$ cat src/rtl/matrix_pkg.sv
// Shared types and constants for the matrix result path: FSM states, frame phases, and
// the word-count helper that clamps N before squaring.
package matrix_pkg;

  localparam int         ADDR_W_DEF = 4;
  localparam int         DATA_W_DEF = 32;
  localparam int         MAX_N      = 4;
  localparam logic [7:0] FRAME_HDR  = 8'hA5;

  typedef enum logic [2:0] {
    IDLE,
    FETCH,
    LATCH,
    SEND,
    WAIT_ACK,
    WAIT_DONE,
    FINISH
  } state_t;

  typedef enum logic [1:0] {
    PH_HDR,
    PH_PAY,
    PH_CHK
  } phase_t;

  function automatic logic [4:0] word_count(input logic [3:0] n);
    logic [4:0] nc;
    nc = (n > 4'(MAX_N)) ? 5'(MAX_N) : {1'b0, n};
    return nc * nc;
  endfunction

endpackage

$ cat src/rtl/result_sender_word_serializer.sv
// Word-wide shift register for result_sender: loads a result word, then shifts it left
// one byte at a time so the most significant byte is always on top.
module word_serializer #(
  parameter int DATA_W = 32
) (
  input  logic              clk,
  input  logic              rst,
  input  logic              load,
  input  logic              shift,
  input  logic [DATA_W-1:0] din,
  output logic [7:0]        top_byte,
  output logic              last
);

  localparam int BYTES  = DATA_W / 8;
  localparam int BIDX_W = (BYTES > 1) ? $clog2(BYTES) : 1;

  logic [DATA_W-1:0] sreg;
  logic [BIDX_W-1:0] byte_idx;

  always_ff @(posedge clk) begin
    if (rst) begin
      sreg     <= '0;
      byte_idx <= '0;
    end else if (load) begin
      sreg     <= din;
      byte_idx <= '0;
    end else if (shift) begin
      sreg     <= sreg << 8;
      byte_idx <= byte_idx + BIDX_W'(1);
    end
  end

  assign top_byte = sreg[DATA_W-1 -: 8];
  assign last     = (byte_idx == BIDX_W'(BYTES - 1));

endmodule

$ cat src/rtl/result_sender.sv
// Streams N x N result words (row-major, MSB first) to uart_tx over start/busy.
// Optional framing (header 0xA5 + XOR checksum) when RESULT_SENDER_FRAME_EN is defined.
//
//   state     | meaning
//   IDLE      | waiting for start
//   FETCH     | result_addr presented to memory
//   LATCH     | read data captured into serializer
//   SEND      | waiting for tx_busy low, then pulse tx_start
//   WAIT_ACK  | waiting for uart_tx to go busy
//   WAIT_DONE | waiting for uart_tx to finish the byte
//   FINISH    | done pulse
module result_sender
  import matrix_pkg::*;
#(
  parameter int ADDR_W = ADDR_W_DEF,
  parameter int DATA_W = DATA_W_DEF
) (
  input  logic              clk,
  input  logic              rst,
  input  logic              start,
  input  logic [3:0]        matrix_size,
  output logic [ADDR_W-1:0] result_addr,
  input  logic [DATA_W-1:0] result_data,
  output logic [7:0]        tx_data,
  output logic              tx_start,
  input  logic              tx_busy,
  output logic              busy,
  output logic              done
);

  state_t     state, state_nxt;
  logic [4:0] word_cnt, word_idx;
  logic       ser_load, ser_shift, ser_last, word_inc;
  logic [7:0] ser_byte;
  logic       more_words;

  assign more_words = (word_idx + 5'd1) < word_cnt;

  word_serializer #(.DATA_W(DATA_W)) u_ser (
    .clk      (clk),
    .rst      (rst),
    .load     (ser_load),
    .shift    (ser_shift),
    .din      (result_data),
    .top_byte (ser_byte),
    .last     (ser_last)
  );

`ifdef RESULT_SENDER_FRAME_EN
  phase_t     phase, phase_nxt;
  logic [7:0] chk;

  always_ff @(posedge clk) begin
    if (rst) begin
      phase <= PH_PAY;
      chk   <= '0;
    end else begin
      phase <= phase_nxt;
      if (state == IDLE && start) chk <= '0;
      else if (tx_start && phase == PH_PAY) chk <= chk ^ ser_byte;
    end
  end

  always_comb begin
    case (phase)
      PH_HDR:  tx_data = FRAME_HDR;
      PH_CHK:  tx_data = chk;
      default: tx_data = ser_byte;
    endcase
  end
`else
  assign tx_data = ser_byte;
`endif

  always_ff @(posedge clk) begin
    if (rst) begin
      state    <= IDLE;
      word_cnt <= '0;
      word_idx <= '0;
    end else begin
      state <= state_nxt;
      if (state == IDLE && start) begin
        word_cnt <= word_count(matrix_size);
        word_idx <= '0;
      end else if (word_inc) begin
        word_idx <= word_idx + 5'd1;
      end
    end
  end

  always_comb begin
    state_nxt = state;
    tx_start  = 1'b0;
    ser_load  = 1'b0;
    ser_shift = 1'b0;
    word_inc  = 1'b0;
`ifdef RESULT_SENDER_FRAME_EN
    phase_nxt = phase;
`endif
    case (state)
      IDLE: begin
        if (start) begin
`ifdef RESULT_SENDER_FRAME_EN
          phase_nxt = PH_HDR;
          state_nxt = SEND;
`else
          state_nxt = (word_count(matrix_size) == 5'd0) ? FINISH : FETCH;
`endif
        end
      end
      FETCH: state_nxt = LATCH;
      LATCH: begin
        ser_load  = 1'b1;
        state_nxt = SEND;
      end
      SEND: begin
        if (!tx_busy) begin
          tx_start  = 1'b1;
          state_nxt = WAIT_ACK;
        end
      end
      WAIT_ACK: begin
        if (tx_busy) state_nxt = WAIT_DONE;
      end
      WAIT_DONE: begin
        if (!tx_busy) begin
`ifdef RESULT_SENDER_FRAME_EN
          case (phase)
            PH_HDR: begin
              if (word_cnt == 5'd0) begin
                phase_nxt = PH_CHK;
                state_nxt = SEND;
              end else begin
                phase_nxt = PH_PAY;
                state_nxt = FETCH;
              end
            end
            PH_PAY: begin
              if (!ser_last) begin
                ser_shift = 1'b1;
                state_nxt = SEND;
              end else if (more_words) begin
                word_inc  = 1'b1;
                state_nxt = FETCH;
              end else begin
                phase_nxt = PH_CHK;
                state_nxt = SEND;
              end
            end
            default: state_nxt = FINISH;
          endcase
`else
          if (!ser_last) begin
            ser_shift = 1'b1;
            state_nxt = SEND;
          end else if (more_words) begin
            word_inc  = 1'b1;
            state_nxt = FETCH;
          end else begin
            state_nxt = FINISH;
          end
`endif
        end
      end
      FINISH:  state_nxt = IDLE;
      default: state_nxt = IDLE;
    endcase
  end

  assign result_addr = ADDR_W'(word_idx);
  assign busy        = (state != IDLE);
  assign done        = (state == FINISH);

endmodule
$ cat config.mk
export PLATFORM = sky130hd
export DESIGN_NAME = result_sender
export DESIGN_NICKNAME = d
export VERILOG_FILES = /design/src/rtl/matrix_pkg.sv /design/src/rtl/result_sender_word_serializer.sv /design/src/rtl/result_sender.sv
export SDC_FILE = /design/constraint.sdc
export NUM_CORES = 1
export LEC_CHECK = 0
export ABC_AREA = 1
export CORE_MARGIN = 2
export CORE_UTILIZATION = 45
export CTS_CLUSTER_DIAMETER = 80
export DETAILED_ROUTE_END_ITERATION = 10
export PLACE_DENSITY = 0.81
export SLEW_MARGIN = 20
export SYNTH_ARGS = -nofsm -noshare
export SYNTH_HDL_FRONTEND = slang
export SYNTH_SLANG_ARGS = --single-unit
$ cat constraint.sdc
create_clock -name clk -period 2.1 [get_ports clk]
set_input_delay 0.525 -clock clk [delete_from_list [all_inputs] [get_ports clk]]
set_output_delay 0.525 -clock clk [all_outputs]
set_load 0.01 [all_outputs]
==> results of run 1 <==
-- Yosys cell counts, types with 2 or more instances --
library cell | number | area share
nand2_1 | 84 | 0.14
dfxtp_1 | 46 | 0.40
inv_1 | 31 | 0.050
nand3_1 | 31 | 0.067
a31oi_1 | 19 | 0.051
nor2_1 | 17 | 0.027
buf_4 | 16 | 0.052
a21oi_1 | 14 | 0.030
a22oi_1 | 13 | 0.042
buf_2 | 5 | 0.011
clkbuf_1 | 5 | 0.0081
ha_1 | 5 | 0.027
xor2_1 | 5 | 0.019
inv_2 | 3 | 0.0048
nand2_2 | 3 | 0.0081
nand4_1 | 3 | 0.0081
o21ai_0 | 3 | 0.0065
nor2_4 | 2 | 0.0097
o22ai_1 | 2 | 0.0054
-- flip-flops by register name (all words and copies together) (netlist names) --
name and flops:
u_ser.byte_idx 2, word_idx 5, word_cnt 4, u_ser.sreg 32, state 3
-- what timing repair did --
| item | in CTS | in global routing |
|---|---|---|
| gates cloned | 0 | 0 |
| endpoints found under the setup margin | 1 | 6 |
| gates resized for setup | 1 | 3 |
| hold buffers | 0 | 0 |
| buffers inserted | 0 | 0 |
-- path summary, 6_finish.rpt --
| check | to | slack (ps) |
|---|---|---|
| hold reg to reg | u_ser.sreg[11]$_SDFFE_PP0P_ | 470 |
| setup reg to reg | word_idx[0]$_SDFFE_PP0P_ | 160 |
| hold / removal | u_ser.sreg[11]$_SDFFE_PP0P_ | 470 |
| setup / recovery | busy | 110 |
-- metal layers --
metal,GRT usage,vias up,share of wire
li1,-,1130,-
met1,0.245,963,0.47
met2,0.306,47,0.49
met3,0.0357,4,0.033
met4,0.0468,0,0.011
met5,0,-,0
-- power breakdown --
group	internal (mW)	leakage (nW)	switching, mW
Combinational	0.443	0.813	0.579
Clock	0.357	0.0585	0.305
Sequential	1.04	0.374	0.0966
-- area by class of cell --
type | count | share of cell area
flip-flops and latches | 46 | 0.307
repair buffers | 66 | 0.209
multi-input cells | 213 | 0.372
well taps | 70 | 0.0292
clock buffers | 5 | 0.0229
inverters | 35 | 0.0454
clock inverters | 3 | 0.0146
-- stage by stage --
step	util	TNS, ps	hold slack (ps)
2_1_floorplan	-	0	429
3_3_place_gp	0.571	-8.75	452
3_5_place_dp	0.571	-25.5	460
4_1_cts	0.594	0	473
5_1_grt	0.596	-17.4	491
6_report	0.596	0	472
-- worst max-delay path, cell delays in order (launching register included) --
cell             delay, ps
dfxtp_1                380
nor3_1                 260
inv_1                   60
clkdlybuf4s50_1        470
-- cell families (layout without fill, tap and decap cells) --
logic type | Yosys count | in the layout | synth area share
xor gates and xnor gates | 6 | 6 | 0.0226
other | 1 | 2 | 0.00161
and+or+nand+nor | 145 | 145 | 0.271
buffers and inverters | 61 | 109 | 0.129
DFF | 46 | 46 | 0.396
adders and majority gates | 6 | 6 | 0.0355
AOI/OAI and AO/OA | 54 | 54 | 0.144
==> run metrics, run 1 <==
reg-to-reg critical path startpoint=word_idx[0]$_SDFFE_PP0P_; Clk Tree Root Cell=clkbuf_8; Final min period=around 2000 ps; starting density of the core=0.461; Post-synth EDFFs=0; CTS Buf Count=5; Netlist Area Pre-Place=approximately 0.0023 mm^2; CP startpoint=state[0]$_SDFFE_PP0P_; Top Ports=between 50 and 60; GPL Wtd Cong=a little over 0.8; Crit Path Class=reg -> out; nature of the critical path endpoint=output port; Port Buffers=54; post-place instance area=~0.0029 mm^2; Fill cells=~460; area grow syn2layout=29.3%; first-pass GRT wire length=about 8.3 mm; Routed Antenna Nets=0; DRT iter0 DRCs=~130; Post-synth ARST share=0; die height=75.9 um; skew final=about 6.2 ps; Via-to-Cell Ratio=4.89; DRC Markers=0; commonest non-fill, non-tap cell in the layout=nand2_1; routed vias=about 2100; CTS tree=yes; post-route cell area=around 0.003 mm^2; die area=between 0.005 and 0.006 mm^2; DP Worst Slack=-10.2 ps; RSZ-0062 raised after global routing=yes; total power=around 2.8 mW; Clock transition at path regs=approximately 90 ps; initial antenna violation count=0; Worst-Skew Late Latency=roughly 300 ps; CTS max path bufs=2; share of cells above drive strength 1=0.0951; post-route setup slack=between 100 and 150 ps; dominant synthesized flop cell=dfxtp_1; Rows=26; fin cells=438; Worst Path Max Fanout=7; Routed WL=roughly 5 mm; H-Tree Depth=2; number of synthesis warnings=0; post-synth cell types=31; syn avg cell area=7.28 um^2; Reg area=a little over 900 um^2; Multi-input gate area=between 0.001 and 0.0015 mm^2; fmax=around 0.50 GHz; clock sinks=46; Critical Path Source Type=flip-flop; Final #Nets=between 400 and 500; Cell Pwr Density=938 mW/mm^2; status=complete, no violations; worst path required time=roughly 1600 ps; MaxCap Viol Count=0; crit path DAT=around 1500 ps; hold wc startpoint=u_ser.sreg[11]$_SDFFE_PP0P_; Pre-Repair DR Iteration Count=4; Cell Count Post-Placement=430; n_diodes=0; hpwl dp=~3.6 mm; Avg WL per Cell=about 11 um; Die Wd=75.9 um; fin crit share=0.950; Max-slew headroom=0.653; post-synthesis sequential area ratio=0.396; Final Hold Viols=0; Max VDD drop=0.442 mV; vias in the first global route=1925; Global Route Usage Sum=0.184; final setup violation count=0; leading cell types in the layout, fill and taps excluded=nand2_1 (83), clkdlybuf4s50_1 (53), dfxtp_1 (45); Synth Register Bits=46; HP Class=reg -> reg; Cells on Worst Hold Path=2; Final Slew Violations=0; total grt overflow=0; Post-Syn Instances=around 320; CORE AREA=0.00504 mm^2; largest net degree at the start of global routing=28; Pleak=1.24 nW; R2R depth=12; Worst Max-Slew Pin Slew=a little over 500 ps
Power figures use the tool's default switching activity.
==> inputs of run 2 (changes only) <==
--- a/config.mk
+++ b/config.mk
@@ -10,7 +10,8 @@
 export CORE_UTILIZATION = 45
 export CTS_CLUSTER_DIAMETER = 80
 export DETAILED_ROUTE_END_ITERATION = 10
-export PLACE_DENSITY = 0.81
+export PLACE_DENSITY_LB_ADDON = 0.3
+export SETUP_SLACK_MARGIN = 0.3
 export SLEW_MARGIN = 20
 export SYNTH_ARGS = -nofsm -noshare
 export SYNTH_HDL_FRONTEND = slang
==> run 2 against run 1 <==
Net effect:
- die area did not move
- power fell by 1.4%
- non-clock buffer count grew 6
- sequential power is essentially flat
- register-to-register slack gained 60 ps
- critical path depth increased by 9
- combinational power increased by 8%
- clock skew up 1.1 ps
- maximum frequency up 6.4%
- largest power group unchanged
==> run metrics, run 2 (synthesized netlist as in run 1, its figures left out) <==
Clock transition at path regs=80 ps; Cell Pwr Density=roughly 870 mW/mm^2; Worst Path Max Fanout=6; Worst-Skew Late Latency=300 ps; Critical Path Source Type=flip-flop; first-pass GRT wire length=approximately 9 mm; CTS Buf Count=5; Routed WL=around 5.4 mm; hpwl dp=3.65 mm; Rows=26; Sw Ratio=0.373; commonest non-fill, non-tap cell in the layout=nand2_1; Routed Antenna Nets=0; CTS tree=yes; vias in the first global route=~2000; uppermost layer routed=met4; Comb pwr share=0.395; largest stage delay on the critical path=370 ps; worst-path cell chain=ha_4, nand3_4, xnor2_4, ha_4, nand2_2, nor2_2, nand2_1, nand4_1, inv_2, nand2_4, xor2_1, nor2_1; Max VDD drop=~0.56 mV; status=complete, no violations; slowest cell on the critical path=dfxtp_2; CP delay by family, top=simple AND/OR/NAND/NOR gates; starting density of the core=0.461; crit path DAT=between 2000 and 2500 ps; DRC Markers=0; initial antenna violation count=0; n_diodes=0; Sequential Power Share=0.412; NetSw=~1.0 mW; Fin Hold WS=470 ps; Hold Buf Count CTS=0; Port Buffers=54; die height=about 76 um; DRT iter0 DRCs=108; CORE AREA=~0.0050 mm^2; total power=roughly 2.8 mW; Reg with most FFs=u_ser.sreg; WP buf/inv=1; MaxCap Viol Count=0; GPL Wtd Cong=around 0.8; largest net degree at the start of global routing=28; Pleak=~1.3 nW; Final min period=about 1900 ps; Via-to-Cell Ratio=4.96; area grow syn2layout=36.8%; routed vias=2207; Multi-input gate area=0.00125 mm^2; Clock power frac=0.193; Clk Tree Root Cell=clkbuf_8; Die Wd=75.9 um; CTS max path bufs=2; Avg WL per Cell=12.1 um; nature of the critical path endpoint=flip-flop; Global Route Usage Sum=0.202; leading cell types in the layout, fill and taps excluded=nand2_1 (81), clkdlybuf4s50_1 (48), dfxtp_1 (39); Final Hold Viols=0; DR WL met2=between 2 and 2.5 mm; fmax=~0.53 GHz; Crit Path Class=reg -> reg; Reg area=roughly 940 um^2; die area=~0.0058 mm^2; max reg flops=32; Fill cells=459; Final Slew Violations=0; skew final=between 7 and 8 ps; HP Class=reg -> reg; RSZ-0062 raised after global routing=yes; share of cells above drive strength 1=0.171; DR WL met3=290 um; Pre-Repair DR Iteration Count=5; most used cell along the critical path=ha_4; met1 wire length=2.60 mm; final setup violation count=0; Pint=about 1.7 mW; worst path required time=~2300 ps; Top Registers=u_ser.sreg: 32 flops, word_idx: 5 flops, word_cnt: 4 flops; H-Tree Depth=2; total grt overflow=0; setup TNS=0 ps; Final #Nets=420; fin crit share=0.893; clock sinks=46; Top Ports=55
run 2: cell count changes in the layout (fill, tap and decap cells not counted), sizes merged, moves of 2 or more:
cell	previous run	this run
buf	12	18
clkdlybuf4s50	53	48
dlymetal6s2s	0	2
clkbuf	5	7
dlygate4sd2	1	3
run 2: metrics by stage:
stage,cell area [um^2],utilization,setup WS (ps),cells
floorplan,2330,-,311,320
global placement,2880,0.571,-73.5,429
detailed placement,2880,0.571,-78.5,429
CTS,3100,0.615,200,442
global route,3180,0.631,118,445
finish,3180,0.631,225,445
run 2: layout make-up:
| class | instances | area share |
|---|---|---|
| clock buffer | 6 | 0.0228 |
| multi-input combinational | 214 | 0.393 |
| timing repair buffer | 72 | 0.215 |
| inverter | 35 | 0.0429 |
| sequential | 46 | 0.295 |
| clock inverter | 2 | 0.00433 |
| tap | 70 | 0.0275 |
run 2: routing by layer:
metal  GRT usage  vias to the layer above
met5           0                        -
met4      0.0585                        0
met1       0.287                      997
met3      0.0437                        2
li1            -                     1146
met2       0.307                       62
run 2: timing repair:
item                                    4_1_cts  5_1_grt
resized for setup                            26       15
pin swaps                                    11        9
endpoints found under the setup margin       37       32
buffers inserted                              4        3
cloned                                        1        0
run 2: worst paths after layout:
check / start / end / slack, ps / cells past startpoint
setup reg to reg: word_idx[1]$_SDFFE_PP0P_ / word_idx[0]$_SDFFE_PP0P_ / 220 / 12
setup / recovery: word_idx[1]$_SDFFE_PP0P_ / word_idx[0]$_SDFFE_PP0P_ / 220 / 12
hold reg to reg: word_cnt[3]$_SDFFE_PP0P_ / word_cnt[3]$_SDFFE_PP0P_ / 470 / 2
hold / removal: word_cnt[3]$_SDFFE_PP0P_ / word_cnt[3]$_SDFFE_PP0P_ / 470 / 2
run 2: power by group through the flow:
stage / Sequential, mW / Clock (mW) / Combinational, mW
3_3_place_gp: 1.14 / 0 / 1.01
6_report: 1.15 / 0.535 / 1.10
2_1_floorplan: 1.13 / 0 / 0.757
5_1_grt: 1.17 / 0.589 / 1.24
3_5_place_dp: 1.15 / 0 / 1.04
4_1_cts: 1.14 / 0.546 / 1.06
run 2: tightest hold or removal path: stages, from the launching register on:
cell and delay, ps:
dfxtp_1 300, inv_1 70, a21oi_1 60
